$ cat config.mk
export PLATFORM = sky130hd
export DESIGN_NAME = data_memory_write_interface
export DESIGN_NICKNAME = d
export VERILOG_FILES = /design/src/rtl/data_memory_write_interface_pkg.sv /design/src/rtl/data_memory_write_interface_store_lane_align.sv /design/src/rtl/data_memory_write_interface.sv
export SDC_FILE = /design/constraint.sdc
export NUM_CORES = 1
export LEC_CHECK = 0
export ABC_AREA = 1
export BUFFER_PORTS_ARGS = -buffer_cell sky130_fd_sc_hd__buf_2
export CAP_MARGIN = 20
export CORE_MARGIN = 3
export CORE_UTILIZATION = 45
export DETAILED_ROUTE_END_ITERATION = 8
export MAX_ROUTING_LAYER = met4
export PLACE_DENSITY_LB_ADDON = 0.08
export SETUP_SLACK_MARGIN = 0.3
export SYNTH_ARGS = -nofsm -noshare
export SYNTH_HDL_FRONTEND = slang
export SYNTH_SLANG_ARGS = --single-unit
$ cat constraint.sdc
create_clock -name clock -period 5.3 [get_ports clock]
set_input_delay 0.265 -clock clock [delete_from_list [all_inputs] [get_ports clock]]
set_output_delay 0.265 -clock clock [all_outputs]
set_load 0.02 [all_outputs]
$ cat src/rtl/data_memory_write_interface_pkg.sv
// Shared store-path definitions: word type, RISC-V store funct3 encodings,
// write FSM states and the per-size byte mask.
package data_memory_write_interface_pkg;

  typedef logic [31:0] word;

  localparam logic [2:0] ST_SB = 3'b000;
  localparam logic [2:0] ST_SH = 3'b001;
  localparam logic [2:0] ST_SW = 3'b010;

  typedef enum logic [1:0] {
    IDLE  = 2'd0,
    BEAT0 = 2'd1,
    BEAT1 = 2'd2
  } wr_state_e;

  // Unaligned byte mask for a store size; reserved types give an empty mask.
  function automatic logic [3:0] size_mask(input logic [2:0] store_type);
    case (store_type)
      ST_SB:   return 4'b0001;
      ST_SH:   return 4'b0011;
      ST_SW:   return 4'b1111;
      default: return 4'b0000;
    endcase
  endfunction

endpackage

$ cat src/rtl/data_memory_write_interface_store_lane_align.sv
// Combinational lane alignment: turns a byte address/data/size into one or two
// word-aligned write beats.
module store_lane_align
  import data_memory_write_interface_pkg::*;
(
  input  logic [2:0]  store_type,
  input  word         st_addr,
  input  word         st_data,
  output logic [29:0] beat0_addr,
  output logic [3:0]  beat0_be,
  output word         beat0_data,
  output logic [29:0] beat1_addr,
  output logic [3:0]  beat1_be,
  output word         beat1_data,
  output logic        split,
  output logic        reserved
);

  logic [1:0]  off;
  logic [6:0]  wide;
  logic [63:0] shifted;

  assign off     = st_addr[1:0];
  assign wide    = {3'b000, size_mask(store_type)} << off;
  assign shifted = {32'h0, st_data} << {off, 3'b000};

  assign beat0_addr = st_addr[31:2];
  assign beat0_be   = wide[3:0];
  assign beat0_data = shifted[31:0];

  // The upper word index wraps naturally at 30 bits.
  assign beat1_addr = st_addr[31:2] + 30'd1;
  assign beat1_be   = {1'b0, wide[6:4]};
  assign beat1_data = shifted[63:32];

  assign split    = |wide[6:4];
  assign reserved = (store_type != ST_SB) && (store_type != ST_SH) && (store_type != ST_SW);

endmodule

$ cat src/rtl/data_memory_write_interface.sv
// Store write port: accepts a store from the memory stage and issues one or two
// byte-enabled word beats to data memory, counting misaligned (split) stores.
module data_memory_write_interface
  import data_memory_write_interface_pkg::*;
#(
  parameter int COUNT_WIDTH = 16
) (
  input  logic                   clock,
  input  logic                   reset,
  input  logic                   req_valid,
  output logic                   req_ready,
  input  logic [2:0]             store_type,
  input  word                    st_addr,
  input  word                    st_data,
  output logic                   mem_wr_valid,
  input  logic                   mem_wr_ready,
  output logic [29:0]            mem_wr_addr,
  output logic [3:0]             mem_byte_en,
  output word                    mem_wr_data,
  output logic                   st_done,
  output logic                   st_error,
  output logic [COUNT_WIDTH-1:0] misaligned_count
);

  wr_state_e              state_reg;
  logic                   valid_reg;
  logic [29:0]            addr_reg;
  logic [3:0]             be_reg;
  word                    data_reg;
  logic [29:0]            b1_addr_reg;
  logic [3:0]             b1_be_reg;
  word                    b1_data_reg;
  logic                   split_reg;
  logic                   error_reg;
  logic [COUNT_WIDTH-1:0] count_reg;

  logic [29:0] a0_addr, a1_addr;
  logic [3:0]  a0_be, a1_be;
  word         a0_data, a1_data;
  logic        a_split, a_reserved;

  store_lane_align u_align (
    .store_type (store_type),
    .st_addr    (st_addr),
    .st_data    (st_data),
    .beat0_addr (a0_addr),
    .beat0_be   (a0_be),
    .beat0_data (a0_data),
    .beat1_addr (a1_addr),
    .beat1_be   (a1_be),
    .beat1_data (a1_data),
    .split      (a_split),
    .reserved   (a_reserved)
  );

  always_ff @(posedge clock) begin
    if (reset) begin
      state_reg   <= IDLE;
      valid_reg   <= 1'b0;
      addr_reg    <= '0;
      be_reg      <= '0;
      data_reg    <= '0;
      b1_addr_reg <= '0;
      b1_be_reg   <= '0;
      b1_data_reg <= '0;
      split_reg   <= 1'b0;
      error_reg   <= 1'b0;
      count_reg   <= '0;
    end else begin
      error_reg <= 1'b0;
      case (state_reg)
        IDLE: begin
          if (req_valid) begin
            if (a_reserved) begin
              error_reg <= 1'b1;
            end else begin
              // Both beats are aligned now so the request inputs can move on.
              state_reg   <= BEAT0;
              valid_reg   <= 1'b1;
              addr_reg    <= a0_addr;
              be_reg      <= a0_be;
              data_reg    <= a0_data;
              b1_addr_reg <= a1_addr;
              b1_be_reg   <= a1_be;
              b1_data_reg <= a1_data;
              split_reg   <= a_split;
              if (a_split && !(&count_reg))
                count_reg <= count_reg + COUNT_WIDTH'(1);
            end
          end
        end
        BEAT0: begin
          if (mem_wr_ready) begin
            if (split_reg) begin
              state_reg <= BEAT1;
              addr_reg  <= b1_addr_reg;
              be_reg    <= b1_be_reg;
              data_reg  <= b1_data_reg;
            end else begin
              state_reg <= IDLE;
              valid_reg <= 1'b0;
              addr_reg  <= '0;
              be_reg    <= '0;
              data_reg  <= '0;
            end
          end
        end
        BEAT1: begin
          if (mem_wr_ready) begin
            state_reg <= IDLE;
            valid_reg <= 1'b0;
            addr_reg  <= '0;
            be_reg    <= '0;
            data_reg  <= '0;
          end
        end
        default: state_reg <= IDLE;
      endcase
    end
  end

  assign req_ready        = (state_reg == IDLE);
  assign mem_wr_valid     = valid_reg;
  assign mem_wr_addr      = addr_reg;
  assign mem_byte_en      = be_reg;
  assign mem_wr_data      = data_reg;
  assign st_error         = error_reg;
  assign misaligned_count = count_reg;

  // Completion coincides with the handshake of the last beat.
  assign st_done = valid_reg && mem_wr_ready &&
                   ((state_reg == BEAT1) || (state_reg == BEAT0 && !split_reg));

endmodule

* Word level (Yosys, flattened, before mapping)
Index checks and enable logic that the tools add are counted.
** Cells by class
- $add $sub $neg :: 2
- Eq/ne operators :: 11
- Shift operators :: 2
- Multiplexer cells :: 32
- Bitwise logic cells :: 3
- Reductions and logical operators :: 21
** Operator list (number)
- $mux W32 :: 5
- $mux W30 :: 5
- $pmux W32 S3 :: 1
- $pmux W30 S3 :: 1
- $shl A32 B5 Y64 :: 1
- $add A30 B1 Y30 const B :: 1
- $pmux W4 S3 :: 2
- $add A16 B1 Y16 const B :: 1
- $mux W4 :: 4
- $reduce_and A16 Y1 :: 1
- $mux W2 :: 5
- $ne A2 B2 Y1 const B :: 5
- $reduce_and A4 Y1 :: 2
- $shl A4 B2 Y7 :: 1
- $logic_and A1 B1 Y1 :: 6
- $mux W1 :: 6
- $pmux W2 S3 :: 1
- $reduce_and A6 Y1 :: 1
- $reduce_bool A3 Y1 :: 2
- $reduce_or A3 Y1 :: 2
- $reduce_and A5 Y1 :: 1
- $eq A3 B1 Y1 const B :: 1
- $eq A3 B2 Y1 const B :: 1
- $logic_not A3 Y1 :: 1
- 11 further kinds :: 14
** Storage, ports and cells
- Register bits after elaboration :: 152
- Input bits :: 71
- Output and inout bits :: 86
- Word-level logic and storage cells :: 82

* Longest topological paths before layout
Gate-level depths: netlist of the first run.
- Depth after elaboration :: 6
- Mapped depth :: 11
- Depth with buffers taken out :: 10

* By module
From an unflattened synthesis of the first run, not the netlist that was laid out.
** Second synthesis, totals
- Cell total of the unflattened synthesis :: 1315
- Area, all modules :: 8562.0 µm²
** Modules (own cells, without submodules)
- data_memory_write_interface :: times used 1, cells each 910, area an instance 6502.5 µm², sequential area each 3062.9 µm²
- store_lane_align :: times used 1, cells each 405, area an instance 2059.5 µm², sequential area each 0.0 µm²

* Worst setup path after synthesis of the first run
Ideal clock, no wire load.
- Path type :: flip-flop to flip-flop
- Start point :: register state_reg[0]
- End point :: register data_reg[3] (netlist: mem_wr_data[3])
- Library setup time :: 0.064 ns
- Data arrival time :: 1.677 ns
- Required time :: 5.236 ns
- Setup slack :: 3.559 ns
- Stages on the path, launching flop included :: 11
- Buffers on the path :: 3
- Clock period less this slack :: 1.741 ns
- Path through :: dfxtp_1 inv_1 ha_1 inv_1 buf_2 nand2_1 buf_4 buf_2 o22ai_1 nor2_1 nor2_1
** Between the ends
- Cells in the longest elaborated chain, start to end :: 3
- Elaborated cells on any way between the ends :: 10
- Classes of those cells :: eq/ne (6); mux (1); reduce/logical (3)
** RTL lines
- from (decl) :: RTL line data_memory_write_interface.sv:25 : wr_state_e state_reg;
- from (signal assigned) :: RTL line data_memory_write_interface.sv:58 : state_reg <= IDLE;
- from (signal assigned) :: RTL line data_memory_write_interface.sv:78 : state_reg <= BEAT0;
- from (signal assigned) :: RTL line data_memory_write_interface.sv:95 : state_reg <= BEAT1;
- $eq A2 B1 Y1, or another cell as far along :: RTL line data_memory_write_interface.sv:71 : case (state_reg)
- $ne A2 B2 Y1 (no line) or $reduce_bool A3 Y1 (tied branches)
- $reduce_and A5 Y1 (no line)
- to (signal assigned) :: RTL line data_memory_write_interface.sv:82 : data_reg <= a0_data;
- to (signal assigned) :: RTL line data_memory_write_interface.sv:98 : data_reg <= b1_data_reg;
- to (decl) :: RTL line data_memory_write_interface.sv:29 : word data_reg;
Parallel ways exist; a longest one is shown, timed or not.
A chain may end at the register's enable or synchronous reset.

* Final worst setup path of the first run
- Start point :: register state_reg[0]
- End point :: register data_reg[16] (netlist: mem_wr_data[16])
Same word-level chain as after synthesis.

==> results.yml, run 1 <==
logic_synthesis:
  ys_types: 39
  ys_warn_count: 0
  ys_ff_latch: 144
  avgSynthCellArea_um2: 6.55
  syn_nets: 1248
  yosysSeqAreaShare: 0.376
  syn_area_um2: 7670
  syn_inst: 1171
clock_tree:
  cts.path.max_buffers: 2
  root_buffer: "clkbuf_16"
  clock_latency_ns: 0.43
  cts_made_buffers: 17
  h-tree-depth: 4
  cts.sinks: 144
  cts_tree: "done"
  path_clk_slew_ns: 0.06
  hold_buffers: 0
  cts-resized-gates: 0
  postCtsSetupBuffers: 0
grt:
  grt_util_all_layers: 0.262
  grt_pass1_vias: 7153
  grt_max_degree: 68
  antenna_found_initial: 0
  grt_pass1_wl_um: 37600
  gr-total-overflow: 0
sta:
  skew_ns: 0.0104
  period_share: 0.565
  rsz0062_at_grt: "no"
  final-max-slew-violation-count: 0
  worst_pin_slew_ns: 0.976
  maxSlewHeadroom: 0.348
  setup_tns_ns: 0
  max_freq_mhz: 334
  fin_ws_ns: 2.31
  finalHoldViolCount: 0
  setup_viol: 0
  period_minus_slack_ns: 2.99
setup_path:
  rr_worst_depth: 10
  crit_path_max_fanout: 29
  cp-end-kind: "register"
  critPathArrivalTime_ns: 3.31
  start_kind: "register"
  crit_type: "register to register"
  r2r_setup_slack_ns: 2.31
  reg2reg_from: "state_reg[0]$_SDFFE_PP0P_"
  worstPathRequired_ns: 5.62
  timing.rr.end: "mem_wr_data[16]$_SDFFE_PP0P_"
die:
  die_w_um: 137
  start_util: 0.461
  boundaryPins: 157
  rows: 47
  core_area_um2: 16600
  fp.dieH_um: 137
  die_area_um2: 18600
layout:
  area_growth_pct: 17.7
  finalNetCount: 1363
  final_common_cell: "nand2_1"
  final_cell_mix: "nand2_1 (256), nor2_1 (210), buf_2 (156)"
  num_antenna_cells: 0
  multi_input_area_um2: 4020
  register_area_um2: 2880
  largest_reg_flops: 32
  fillers: 1724
  drive_gt1_frac: 0.170
drt:
  dr.pass1.iters: 5
  drc_errors: 0
  vias: 7951
  wl_met2_um: 9990
  wl_met3_um: 1490
  drt-total-wl_um: 23700
  drtIter0Drc: 681
  wl_met1_um: 11900
  final_antenna_net_count: 0
  wl_per_cell_um: 15.6
  viasPerCell: 5.23
  highest_layer: "met4"
power:
  p_per_area_nw_per_um2: 397
  cellLeakagePower_nw: 4.13
  ir_drop_v: 0.000299
min_path:
  hold_path.startpoint: "st_addr[2]"
  hold_class: "input pin to register"
  hold_depth: 2
  hold_end: "b1_addr_reg[0]$_SDFFE_PP0P_"
place:
  io_buffer_count: 156
  place_ws_ns: 2.37
  place_hpwl_um: 16100
  gp_congestion: 0.883
run:
  maxCapViolCount: 0
run_status:
  status: "completed"
metrics by stage:
stage | hold slack (ns) | instance area (um^2) | cells | util | power (W)
floorplan | 0.355 | 7670 | 1171 | - | 0.00202
global placement | 0.435 | 8390 | 1487 | 0.504 | 0.00229
detailed placement | 0.443 | 8390 | 1487 | 0.504 | 0.00229
CTS | 0.0805 | 9030 | 1519 | 0.542 | 0.00360
global route | 0.103 | 9030 | 1519 | 0.542 | 0.00377
finish | 0.0991 | 9030 | 1519 | 0.542 | 0.00358
metal layers:
layer  vias to the layer above  track usage
met1                      3608        0.389
met4                         0       0.0677
met5                         -            -
met3                        32       0.0393
met2                       268        0.370
li1                       4043            -
how the worst max path moves through the flow:
stage | start | end | slack [ns]
after detailed placement | state_reg[0]$_SDFFE_PP0P_ | mem_wr_data[16]$_SDFFE_PP0P_ | 2.37
after global routing | state_reg[0]$_SDFFE_PP0P_ | mem_wr_data[21]$_SDFFE_PP0P_ | 2.00
after floorplan | state_reg[0]$_SDFFE_PP0P_ | mem_wr_data[3]$_SDFFE_PP0P_ | 3.56
after global placement | state_reg[0]$_SDFFE_PP0P_ | mem_wr_data[16]$_SDFFE_PP0P_ | 2.46
after CTS | state_reg[0]$_SDFFE_PP0P_ | mem_wr_data[16]$_SDFFE_PP0P_ | 2.34
final | state_reg[0]$_SDFFE_PP0P_ | mem_wr_data[16]$_SDFFE_PP0P_ | 2.31
cells in the mapped netlist, drive strengths merged:
master,n,share of area
nand3b,4,0.0039
clkinv,1,0.00049
o311ai,6,0.0069
a211oi,1,0.00098
o22ai,24,0.020
a31oi,3,0.0024
nor2,220,0.11
ha,6,0.0098
o31ai,7,0.0069
xor2,14,0.016
a21oi,66,0.044
o211ai,3,0.0029
nand4,10,0.010
o21bai,1,0.00098
o21ai,169,0.11
o211a,1,0.0013
mux2i,2,0.0026
or2,7,0.0057
nand3,51,0.034
inv,100,0.049
buf,37,0.036
clkbuf,30,0.015
nor3,3,0.0020
nand2,258,0.13
o221ai,1,0.0011
dfxtp,144,0.38
a22o,2,0.0023
cells by family (layout without fill, tap and decap cells):
kind of cell / after synthesis / count (layout) / synth area share
flops: 144 / 144 / 0.376
compound gates: 284 / 284 / 0.199
mux: 2 / 2 / 0.00261
buf+inv: 168 / 296 / 0.100
fa+ha+maj: 6 / 6 / 0.00979
xor+xnor: 14 / 14 / 0.0160
simple gates: 553 / 553 / 0.296
critical path, cell delays in order, from the launching register on:
cell,delay [ns]
dfxtp_1,0.37
inv_1,0.08
ha_1,0.27
buf_4,0.26
inv_1,0.25
nand2_1,0.78
inv_1,0.38
nand2_1,0.14
o311ai_0,0.13
nor2_1,0.15
nor2_1,0.05
power by group:
group	leakage [nW]	switching (W)	internal, W
Combinational	2.65	0.000661	0.000284
Clock	0.300	0.000505	0.000793
Sequential	1.18	0.0000850	0.00125
Total	4.13	0.00125	0.00233
area by class of cell:
cell class | count | area share
multi-input combinational | 859 | 0.446
sequential | 144 | 0.319
timing repair buffer | 163 | 0.0923
clock buffer | 17 | 0.0471
inverter | 101 | 0.0420
tap | 220 | 0.0305
clock inverter | 15 | 0.0231
(Power assumes the default switching activity.)
==> run 2, diff against run 1 <==
--- a/config.mk
+++ b/config.mk
@@ -5,7 +5,7 @@
 export SDC_FILE = /design/constraint.sdc
 export NUM_CORES = 1
 export LEC_CHECK = 0
-export ABC_AREA = 1
+export ABC_AREA = 0
 export BUFFER_PORTS_ARGS = -buffer_cell sky130_fd_sc_hd__buf_2
 export CAP_MARGIN = 20
 export CORE_MARGIN = 3
==> constraint.sdc (replaced) <==
create_clock -name clock -period 2.6 [get_ports clock]
set_input_delay 0.13 -clock clock [delete_from_list [all_inputs] [get_ports clock]]
set_output_delay 0.13 -clock clock [all_outputs]
set_load 0.02 [all_outputs]
==> run 2 against run 1 <==
Against the previous run: die area down 8.5%; utilization up 3.3 points; non-clock buffer count up 18.
==> results.yml, run 2 <==
grt:
  antenna_found_initial: 0
  grt_util_all_layers: 0.239
  grt_max_degree: 106
  gr-total-overflow: 0
  grt_pass1_vias: 6214
  grt_pass1_wl_um: 31500
layout:
  num_antenna_cells: 0
  drive_gt1_frac: 0.241
  final_common_cell: "buf_2"
  register_area_um2: 2880
  final_cell_area_um2: 8550
  largest_reg_flops: 32
  fillers: 1404
  finalNetCount: 1031
  final_cell_mix: "buf_2 (155), nor2_1 (150), dfxtp_1 (144)"
  multi_input_area_um2: 3800
  area_growth_pct: 22.4
logic_synthesis:
  synth_flop_cell: "dfxtp_1"
  ys_warn_count: 0
  syn_inst: 824
  yosysSeqAreaShare: 0.413
  syn_area_um2: 6990
  synth_top_area_cell: "dfxtp_1"
  synth_edf_count: 0
  synth_area_leaders: "dfxtp_1 (41%), a211oi_1 (10%), nor2_1 (8.1%)"
  avgSynthCellArea_um2: 8.48
  ys_types: 55
  syn_nets: 901
  synth_common_cells: "nor2_1 (151), dfxtp_1 (144), a211oi_1 (93)"
  yosysTopAreaCellShare: 0.413
  ys_ff_latch: 144
  synthArstFlopShare: 0
  yosysMostFrequentCell: "nor2_1"
min_path:
  hold_end: "b1_data_reg[20]$_SDFFE_PP0P_"
  hold_class: "input pin to register"
  hold_path.startpoint: "st_data[28]"
  hold_depth: 3
sta:
  skew_ns: 0.00568
  rsz0062_at_grt: "no"
  max_freq_mhz: 470
  worst_pin_slew_ns: 1.01
  setup_viol: 0
  setup_tns_ns: 0
  finalHoldViolCount: 0
  period_share: 0.818
  maxSlewHeadroom: 0.328
  final-max-slew-violation-count: 0
  period_minus_slack_ns: 2.13
setup_path:
  start_kind: "register"
  r2r_setup_slack_ns: 0.47
  critPathArrivalTime_ns: 2.45
  cpPeakStageDelay_ns: 0.41
  rr_worst_depth: 8
  reg2reg_from: "state_reg[0]$_SDFFE_PP0P_"
  crit_top_cell: "buf_4"
  critPathBufInv: 3
  path_cells: "inv_1, ha_1, buf_4, or2_2, nor2_1, buf_4, a22oi_1, a211oi_1"
  cp-end-kind: "register"
  crit_path_max_fanout: 10
  timing.rr.end: "mem_wr_data[4]$_SDFFE_PP0P_"
  worstPathRequired_ns: 2.92
  cp_slowest_cell: "or2_2"
  cp_top_family: "simple AND/OR/NAND/NOR gates"
  crit_type: "register to register"
place:
  place_area_um2: 7900
  gp_congestion: 0.955
  io_buffer_count: 156
  place_hpwl_um: 13600
die:
  core_area_um2: 14900
  die_area_um2: 17100
  fp.dieH_um: 131
  boundaryPins: 157
  die_w_um: 131
  rows: 44
  start_util: 0.470
drt:
  viasPerCell: 5.62
  drtIter0Drc: 408
  final_antenna_net_count: 0
  drc_errors: 0
  wl_per_cell_um: 17.1
  dr.pass1.iters: 6
  drt-total-wl_um: 19700
  vias: 6463
clock_tree:
  cts_tree: "done"
  root_buffer: "clkbuf_16"
  postCtsSetupBuffers: 0
  cts.sinks: 144
  path_clk_slew_ns: 0.06
  cts_made_buffers: 17
  h-tree-depth: 4
  clock_latency_ns: 0.42
  cts.path.max_buffers: 2
power:
  p_per_area_nw_per_um2: 686
  ir_drop_v: 0.000551
  cellLeakagePower_nw: 3.46
run:
  maxCapViolCount: 0
run_status:
  status: "completed"
run 2: changes by cell type in the layout (fill, tap and decap cells not counted), sizes merged, moves of 27 or more:
cell / before / now
nor2b: 0 / 29
o21ai: 169 / 9
nand2: 258 / 31
a211oi: 1 / 94
nand3: 51 / 24
nor2: 220 / 151
inv: 104 / 9
run 2: report_power, final:
part / switching, W / internal [W]
sequential: 0.0000884 / 0.00237
combinational: 0.000630 / 0.000381
clock: 0.000889 / 0.00150
total: 0.00161 / 0.00425
run 2: worst max path at each step:
| stage | depth (start not counted) | to | start |
|---|---|---|---|
| global placement | 8 | mem_wr_data[0]$_SDFFE_PP0P_ | state_reg[0]$_SDFFE_PP0P_ |
| CTS | 8 | mem_wr_data[6]$_SDFFE_PP0P_ | state_reg[0]$_SDFFE_PP0P_ |
| finish | 8 | mem_wr_data[4]$_SDFFE_PP0P_ | state_reg[0]$_SDFFE_PP0P_ |
| detailed placement | 8 | mem_wr_data[6]$_SDFFE_PP0P_ | state_reg[0]$_SDFFE_PP0P_ |
| floorplan | 7 | misaligned_count[12]$_SDFFE_PP0P_ | state_reg[0]$_SDFFE_PP0P_ |
| global route | 8 | mem_wr_data[4]$_SDFFE_PP0P_ | state_reg[0]$_SDFFE_PP0P_ |
run 2: worst reg2reg max path, stage by stage (launching register included):
cell,delay (ns)
dfxtp_1,0.38
inv_1,0.09
ha_1,0.33
buf_4,0.17
or2_2,0.41
nor2_1,0.13
buf_4,0.18
a22oi_1,0.09
a211oi_1,0.26
run 2: per-stage QoR:
step / utilization / hold slack, ns / worst slack, ns / instances / power, W
2_1_floorplan: - / 0.226 / 0.504 / 824 / 0.00315
3_3_place_gp: 0.531 / 0.360 / 0.584 / 1112 / 0.00349
3_5_place_dp: 0.531 / 0.367 / 0.482 / 1112 / 0.00351
4_1_cts: 0.575 / 0.00266 / 0.465 / 1150 / 0.00592
5_1_grt: 0.575 / 0.00306 / 0.321 / 1150 / 0.00614
6_report: 0.575 / 0.0219 / 0.472 / 1150 / 0.00586
run 2: metal layers:
metal | global-route usage | share of wire
met1 | 0.316 | 0.47
met2 | 0.361 | 0.46
met3 | 0.0577 | 0.058
met4 | 0.0756 | 0.016
met5 | - | 0
run 2: cell families (layout without fill, tap and decap cells):
logic type | Yosys count | in the layout | synth area share
xor+xnor | 33 | 33 | 0.0414
buf+inv | 79 | 221 | 0.0466
fa+ha+maj | 6 | 6 | 0.0107
flops | 144 | 144 | 0.413
simple gates | 308 | 308 | 0.214
mux | 36 | 36 | 0.0548
compound gates | 218 | 218 | 0.220
run 2: cell type report:
cell class,instances,area share
multi-input cells,601,0.444
flip-flops and latches,144,0.337
repair buffers,181,0.120
clock buffers,25,0.0580
well taps,184,0.0269
clock inverters,6,0.00937
inverters,9,0.00395
run 2: timing repair:
action	4_1_cts	5_1_grt
resized for setup	0	1
hold endpoints to repair	7	0
setup endpoints to repair	0	1
hold buffers	7	0
